$ cat src/rtl/pipe_stage_buf_pkg.sv
// Shared definitions for the pipeline boundary buffers: reset level, NOP payload
// and occupancy encodings used by every stage boundary.
package pipe_stage_buf_pkg;

  localparam logic RstEnable = 1'b1;

  // RISC-V addi x0,x0,0; IF/ID instances pass {pc, NOP_INSN} as BUBBLE.
  localparam logic [31:0] NOP_INSN = 32'h0000_0013;

  typedef logic [1:0] occ_t;

  localparam occ_t OCC_EMPTY = 2'd0;
  localparam occ_t OCC_ONE   = 2'd1;
  localparam occ_t OCC_FULL  = 2'd2;

endpackage

$ cat src/rtl/pipe_stage_buf_if.sv
// Valid/ready/payload bundle between two pipeline stages.
interface pipe_stage_buf_if #(
  parameter int WIDTH = 64
);
  logic             valid;
  logic             ready;
  logic [WIDTH-1:0] data;

  modport master (output valid, output data, input ready);
  modport slave  (input valid, input data, output ready);
endinterface

$ cat src/rtl/pipe_stall_cnt.sv
// Saturating stall-cycle counter with a synchronous clear that beats increment.
module pipe_stall_cnt
  import pipe_stage_buf_pkg::*;
#(
  parameter int CNT_W = 16
) (
  input  logic             clk,
  input  logic             rst,
  input  logic             inc_i,
  input  logic             clr_i,
  output logic [CNT_W-1:0] cnt_o
);

  logic [CNT_W-1:0] cnt_q, cnt_d;

  always_comb begin
    cnt_d = cnt_q;
    if (clr_i)                     cnt_d = '0;
    else if (inc_i && cnt_q != '1) cnt_d = cnt_q + CNT_W'(1);
  end

  always_ff @(posedge clk) begin
    if (rst == RstEnable) cnt_q <= '0;
    else                  cnt_q <= cnt_d;
  end

  assign cnt_o = cnt_q;

endmodule

$ cat src/rtl/pipe_stage_buf.sv
// Pipeline boundary buffer: valid/ready handshake, optional 2-entry skid with
// registered up-ready, flush, bubble payload when empty, and a stall counter.
module pipe_stage_buf
  import pipe_stage_buf_pkg::*;
#(
  parameter int               WIDTH  = 64,
  parameter int               SKID   = 1,
  parameter logic [WIDTH-1:0] BUBBLE = '0,
  parameter int               CNT_W  = 16
) (
  input  logic                 clk,
  input  logic                 rst,
  input  logic                 flush_i,
  input  logic                 stall_clr_i,
  pipe_stage_buf_if.slave      up,
  pipe_stage_buf_if.master     dn,
  output logic [1:0]           occ_o,
  output logic [CNT_W-1:0]     stall_cnt_o
);

  logic             push, pop;
  logic             up_rdy, dn_vld;
  logic [WIDTH-1:0] main_pl;
  logic [1:0]       occ;

  assign push = up.valid & up_rdy;
  assign pop  = dn_vld & dn.ready;

  if (SKID != 0) begin : gen_skid
    occ_t             occ_q, occ_d;
    logic [WIDTH-1:0] main_q, main_d, skid_q, skid_d;
    logic             rdy_q;

    always_comb begin
      occ_d  = occ_q;
      main_d = main_q;
      skid_d = skid_q;
      case (occ_q)
        OCC_EMPTY: begin
          if (push) begin
            occ_d  = OCC_ONE;
            main_d = up.data;
          end
        end
        OCC_ONE: begin
          if (push && pop) begin
            main_d = up.data;
          end else if (push) begin
            occ_d  = OCC_FULL;
            skid_d = up.data;
          end else if (pop) begin
            occ_d  = OCC_EMPTY;
          end
        end
        OCC_FULL: begin
          if (pop) begin
            occ_d  = OCC_ONE;
            main_d = skid_q;
          end
        end
        default: occ_d = OCC_EMPTY;
      endcase
      if (flush_i) occ_d = OCC_EMPTY;
    end

    // up_ready is a flop of the next occupancy so dn_ready never reaches it.
    always_ff @(posedge clk) begin
      if (rst == RstEnable) begin
        occ_q <= OCC_EMPTY;
        rdy_q <= 1'b1;
      end else begin
        occ_q <= occ_d;
        rdy_q <= (occ_d != OCC_FULL);
      end
    end

    always_ff @(posedge clk) begin
      main_q <= main_d;
      skid_q <= skid_d;
    end

    assign up_rdy  = rdy_q;
    assign dn_vld  = (occ_q != OCC_EMPTY);
    assign occ     = occ_q;
    assign main_pl = main_q;
  end else begin : gen_single
    logic             vld_q, vld_d;
    logic [WIDTH-1:0] main_q, main_d;

    always_comb begin
      vld_d  = vld_q;
      main_d = main_q;
      if (push) begin
        vld_d  = 1'b1;
        main_d = up.data;
      end else if (pop) begin
        vld_d  = 1'b0;
      end
      if (flush_i) vld_d = 1'b0;
    end

    always_ff @(posedge clk) begin
      if (rst == RstEnable) vld_q <= 1'b0;
      else                  vld_q <= vld_d;
    end

    always_ff @(posedge clk) begin
      main_q <= main_d;
    end

    assign up_rdy  = ~vld_q | dn.ready;
    assign dn_vld  = vld_q;
    assign occ     = {1'b0, vld_q};
    assign main_pl = main_q;
  end

  assign up.ready = up_rdy;
  assign dn.valid = dn_vld;
  assign dn.data  = dn_vld ? main_pl : BUBBLE;
  assign occ_o    = occ;

  pipe_stall_cnt #(
    .CNT_W (CNT_W)
  ) u_stall_cnt (
    .clk   (clk),
    .rst   (rst),
    .inc_i (dn_vld & ~dn.ready),
    .clr_i (stall_clr_i),
    .cnt_o (stall_cnt_o)
  );

endmodule

$ cat src/flat_wrapper.sv
// flat-port wrapper written by rule: the top's interface ports become plain ports
module pipe_stage_buf_flat import pipe_stage_buf_pkg::*;
#(
  parameter int               WIDTH  = 64,
  parameter int               SKID   = 1,
  parameter logic [WIDTH-1:0] BUBBLE = '0,
  parameter int               CNT_W  = 16
)
  (clk, rst, flush_i, stall_clr_i, occ_o, stall_cnt_o, up_valid, up_data, up_ready, dn_valid, dn_data, dn_ready);
  pipe_stage_buf_if #(.WIDTH(WIDTH)) up_i ();
  pipe_stage_buf_if #(.WIDTH(WIDTH)) dn_i ();
  input  logic clk;
  input  logic rst;
  input  logic flush_i;
  input  logic stall_clr_i;
  output logic [1:0] occ_o;
  output logic [CNT_W-1:0] stall_cnt_o;
  input wire logic [$bits(up_i.valid)-1:0] up_valid;
  input wire logic [$bits(up_i.data)-1:0] up_data;
  output wire logic [$bits(up_i.ready)-1:0] up_ready;
  output wire logic [$bits(dn_i.valid)-1:0] dn_valid;
  output wire logic [$bits(dn_i.data)-1:0] dn_data;
  input wire logic [$bits(dn_i.ready)-1:0] dn_ready;
  assign up_i.valid = up_valid;
  assign up_i.data = up_data;
  assign up_ready = up_i.ready;
  assign dn_valid = dn_i.valid;
  assign dn_data = dn_i.data;
  assign dn_i.ready = dn_ready;
  pipe_stage_buf #(.WIDTH(WIDTH), .SKID(SKID), .BUBBLE(BUBBLE), .CNT_W(CNT_W)) u_core (.clk(clk), .rst(rst), .flush_i(flush_i), .stall_clr_i(stall_clr_i), .up(up_i), .dn(dn_i), .occ_o(occ_o), .stall_cnt_o(stall_cnt_o));
endmodule
$ cat config.mk
export PLATFORM = sky130hd
export DESIGN_NAME = pipe_stage_buf_flat
export DESIGN_NICKNAME = d
export VERILOG_FILES = /design/src/rtl/pipe_stage_buf_pkg.sv /design/src/rtl/pipe_stage_buf_if.sv /design/src/rtl/pipe_stall_cnt.sv /design/src/rtl/pipe_stage_buf.sv /design/src/flat_wrapper.sv
export SDC_FILE = /design/constraint.sdc
export NUM_CORES = 1
export LEC_CHECK = 0
export CORE_ASPECT_RATIO = 0.75
export CORE_MARGIN = 8
export CORE_UTILIZATION = 50
export DETAILED_ROUTE_END_ITERATION = 16
export HOLD_SLACK_MARGIN = 0.1
export PLACE_DENSITY = 0.81
export SETUP_SLACK_MARGIN = 0.02
export SLEW_MARGIN = 0
export SYNTH_ARGS = -nofsm -noshare
export SYNTH_HDL_FRONTEND = slang
export SYNTH_SLANG_ARGS = --single-unit
$ cat constraint.sdc
create_clock -name clk -period 10.4 [get_ports clk]
set_input_delay 2.08 -clock clk [delete_from_list [all_inputs] [get_ports clk]]
set_output_delay 2.08 -clock clk [all_outputs]
set_load 0.02 [all_outputs]
Word level (Yosys, flattened, before mapping)
Index checks and enable logic that the tools add are counted.
- word-level logic and storage cells: 38
- register bits after elaboration: 147
- output and inout port bits: 84
- reductions and logical operators: 8
- add/sub/neg operators: 1
- mux-type cells: 12
- bitwise logic cells: 5
- eq/ne operators: 7
- operators with widths (operator ; count):
    $mux W64 ; 4
    $pmux W64 S3 ; 1
    $add A16 B1 Y16 const B ; 1
    $ne A16 B16 Y1 const B ; 1
    $mux W2 ; 6
    $ne A2 B1 Y1 const B ; 3
    $pmux W2 S3 ; 1
    $reduce_and A4 Y1 ; 1
    $and A1 B1 Y1 ; 3
    $reduce_and A3 Y1 ; 1
    $reduce_bool A3 Y1 ; 1
    $eq A2 B1 Y1 const B ; 1
    $eq A2 B2 Y1 const B ; 1
    $logic_and A1 B1 Y1 ; 2
    $logic_not A2 Y1 ; 1
    $ne A2 B2 Y1 const B ; 1
    $not A1 Y1 ; 2
    $reduce_bool A2 Y1 ; 1
    $reduce_or A2 Y1 ; 1

Longest topological paths before layout
- depth in word-level cells: 8
- mapped depth: 6

By module
A second synthesis with hierarchy kept.
- cell total of the unflattened synthesis: 391
- area, all modules: 6148.4 um^2
- modules (own cells, without submodules) (module ; times used ; cells each ; area each (um^2)):
    pipe_stage_buf ; 1 ; 289 ; 5231.3
    pipe_stall_cnt ; 1 ; 102 ; 917.1

Worst setup path before layout
Ideal clock, no wire load.
- path kind: input to register
- start: input up_valid
- end: register u_core.gen_skid.main_q[0], enable pin
- slack: 2915 ps
- path buffers: 0
- arrival time: 6904 ps
- library setup time: 581 ps
- data required time: 9819 ps
- stages: 2
- cell sequence: nand2_1 o31ai_1
- longest elaborated chain between the ends: 4
- ends and longest elaborated chain (what ; RTL line ; text):
    from (decl) ; flat_wrapper.sv:18 ; input wire logic [$bits(up_i.valid)-1:0] up_valid;
    $and A1 B1 Y1 (*) ; pipe_stage_buf.sv:26 ; assign push = up.valid & up_rdy;
    $logic_and A1 B1 Y1 ; pipe_stage_buf.sv:46 ; if (push && pop) begin
    $ne A2 B1 Y1 (no source line) ; -- ;
    $reduce_and A4 Y1 (no source line) (*) ; -- ;
    to (signal assigned) ; pipe_stage_buf.sv:78 ; main_q <= main_d;
    to (decl) ; pipe_stage_buf.sv:31 ; logic [WIDTH-1:0] main_q, main_d, skid_q, skid_d;
Mark *: on every way between the ends. The rest lies on a longest branch, timed or not.
A chain may end at the register's enable or synchronous reset.

Worst setup path in the final report
- start: register u_core.gen_skid.occ_q[1] (netlist: u_core.occ_o[1])
- end: output dn_data[17]
- longest elaborated chain between the ends: 2
- ends and longest elaborated chain (what ; RTL line ; text):
    from (decl) ; pipe_stage_buf.sv:30 ; occ_t occ_q, occ_d;
    from (signal assigned) ; pipe_stage_buf.sv:69 ; occ_q <= OCC_EMPTY;
    from (signal assigned) ; pipe_stage_buf.sv:72 ; occ_q <= occ_d;
    $reduce_bool A2 Y1 ; pipe_stage_buf.sv:83 ; assign dn_vld = (occ_q != OCC_EMPTY);
    $mux W64 ; pipe_stage_buf.sv:119 ; assign dn.data = dn_vld ? main_pl : BUBBLE;
    to (decl) ; flat_wrapper.sv:22 ; output wire logic [$bits(dn_i.data)-1:0] dn_data;
Every way passes these cells.

==> flow_summary.toml <==
[synthesis]
ys_warn_count = 0
synthArstFlopShare = 0
syn_area_per_cell_um2 = 15.6
synth-edff-count = 128
synth_cell_types = 42
synthCells = 387
ys_seq_elements = 147
synth_flop_cell = "edfxtp_1"
synthesis.area_mm2 = 0.00603
ys_seq_area_frac = 0.700
syn-num-nets = 458

[setup_path]
crit_chain = "or2_2 > and2_1 > clkdlybuf4s50_1"
cp_max_fo = 65
worstSetupPathType = "flop to output port"
cp-start-kind = "flop"
r2r_slack_ns = 7.99
crit_buf_inv = 1
end_kind = "output port"
cp_slowest_stage_delay_ns = 0.86
crit_required_ns = 8.32
cp_data_arrival_time_ns = 2.73
path_delay_family = "simple AND/OR/NAND/NOR gates"
crit_slowest_cell = "or2_2"

[timing]
finalHoldViolCount = 0
final_max_slew_viol_count = 0
tightestPinTransition_ns = 1.16
fmax_mhz = 208
grt_setup_unrepaired = "no"
period_share = 0.462
skew_ns = 0.00957
setup_tns_ns = 0
finalSetupViolCount = 0
period_needed_ns = 4.81
slew_headroom = 0.222

[floorplanning]
start_util = 0.516
die_x_um = 143
die_h_um = 111
num_rows = 34
design.die.area_mm2 = 0.0159
io_pins = 154
fp.coreArea_mm2 = 0.0117

[grt]
grt-ovfl-total = 0
grtUsageTotal = 0.175
grt_max_degree = 66
antenna_found_initial = 0
grt_first_pass_wirelength_um = 21700
grt_pass1_vias = 4058

[cells_and_area]
final_common_cell = "clkdlybuf4s50_1"
final_nets = 614
nFillCells = 801
drive_gt1_frac = 0.178
layout_common_cells = "clkdlybuf4s50_1 (153), edfxtp_1 (128), and2_1 (64), mux2_2 (64), dfxtp_1 (19)"
insertedDiodeCount = 0
final_cells = 714
area_growth_syn_to_layout_pct = 36.4

[detailed_routing]
wl_per_cell_um = 19.3
firstDrtPassIters = 4
drc = 0
via_per_inst = 5.38
ant_nets = 0
num_vias = 3843
first_iter_violations = 238
wirelength_um = 13800

[hold_path]
hold_path_class = "flop to flop"

[clock_tree]
insertion_delay_ns = 0.41
cts_inserted_buffers = 17
cts_hold_buf = 0
postCtsResizedCells = 0
cts.reportedPaths.clkPinSlew_ns = 0.06
htreeDepth = 4
postCtsSetupBuffers = 0
cts_sinks = 147
clockBufferDepth = 2
cts-root-buf = "clkbuf_16"
cts_tree = "built"

[flow_run]
max_cap_violations = 0

[power_and_ir_drop]
peakVddDrop_mv = 0.112
power_leakage_uw = 0.00280
p_per_area_mw_per_mm2 = 160

[status]
status = "finished clean"

[placed_design]
gp_congestion = 0.874
port_buffers = 153
dp.cells = 686
dp_hpwl_um = 8920
[area by class of cell]
class	count	area (um2)	share of cell area
flip-flops and latches	147	4220	0.513
multi-input cells	218	1730	0.211
repair buffers	156	1550	0.189
clock buffers	19	433	0.0526
well taps	162	203	0.0246
clock inverters	9	68.8	0.00836
inverters	3	11.3	0.00137
[Yosys cell counts, drive strengths merged, types with 6 or more instances]
cell,instances,area [um2]
edfxtp,128,3840
and2,65,407
mux2,64,721
dfxtp,19,380
clkbuf,11,41.3
nand3,9,45.0
a21oi,8,40.0
buf,8,42.5
nand2,7,26.3
o21ai,6,30.0
or3,6,37.5
[registers in the layout (all words and copies together), names as in the netlist]
signal and count:
u_core.u_stall_cnt.cnt_o 16, u_core.up.ready 1, u_core.occ_o 2, u_core.gen_skid.skid_q 64
u_core.gen_skid.main_q 64
[path summary, 6_finish.rpt]
path                                startpoint                           end  cells past startpoint
hold / removal    u_core.u_stall_cnt.cnt_o[14]  u_core.u_stall_cnt.cnt_o[14]                      2
setup reg to reg   u_core.u_stall_cnt.cnt_o[0]   u_core.u_stall_cnt.cnt_o[6]                      5
setup / recovery               u_core.occ_o[1]                   dn_data[17]                      3
hold reg to reg   u_core.u_stall_cnt.cnt_o[14]  u_core.u_stall_cnt.cnt_o[14]                      2
[metrics by stage]
step / utilization / hold slack [ns] / instance area, um2 / setup WS (ns) / total power (uW)
3_3_place_gp: 0.660 / 0.493 / 7730 / 6.05 / 791
5_1_grt: 0.703 / 0.557 / 8230 / 5.36 / 1360
6_report: 0.703 / 0.516 / 8230 / 5.59 / 1320
4_1_cts: 0.703 / 0.512 / 8230 / 5.53 / 1330
2_1_floorplan: - / 0.525 / 6030 / 2.91 / 731
3_5_place_dp: 0.660 / 0.505 / 7730 / 5.98 / 794
[worst min-delay path: cells and delay by family, from the launching register on]
kind | cells | cell delay [ns]
DFF | 1 | 0.34
and+or+nand+nor | 1 | 0.07
muxes | 1 | 0.06
[kinds of logic after synthesis]
group,after synthesis,share of synthesized area
simple gates,117,0.120
fa+ha+maj,1,0.00207
buf+inv,22,0.0158
mux,66,0.123
flops,147,0.700
compound gates,34,0.0386
[metal layers]
metal  vias up  routed length, um  GRT usage
met4         0                103     0.0480
met2       145               6320      0.265
li1       1789                  -          -
met3         8               1250     0.0787
met5         -                  0          0
met1      1901               6080      0.223
[power breakdown]
part	total [uW]	leakage, uW	switching, uW	internal [uW]
combinational	110	0.00120	51.1	58.6
sequential	672	0.00135	5.76	666
clock	533	0.000246	215	319
total	1320	0.00280	272	1040
Note: power is estimated with default switching activity, not from simulation.
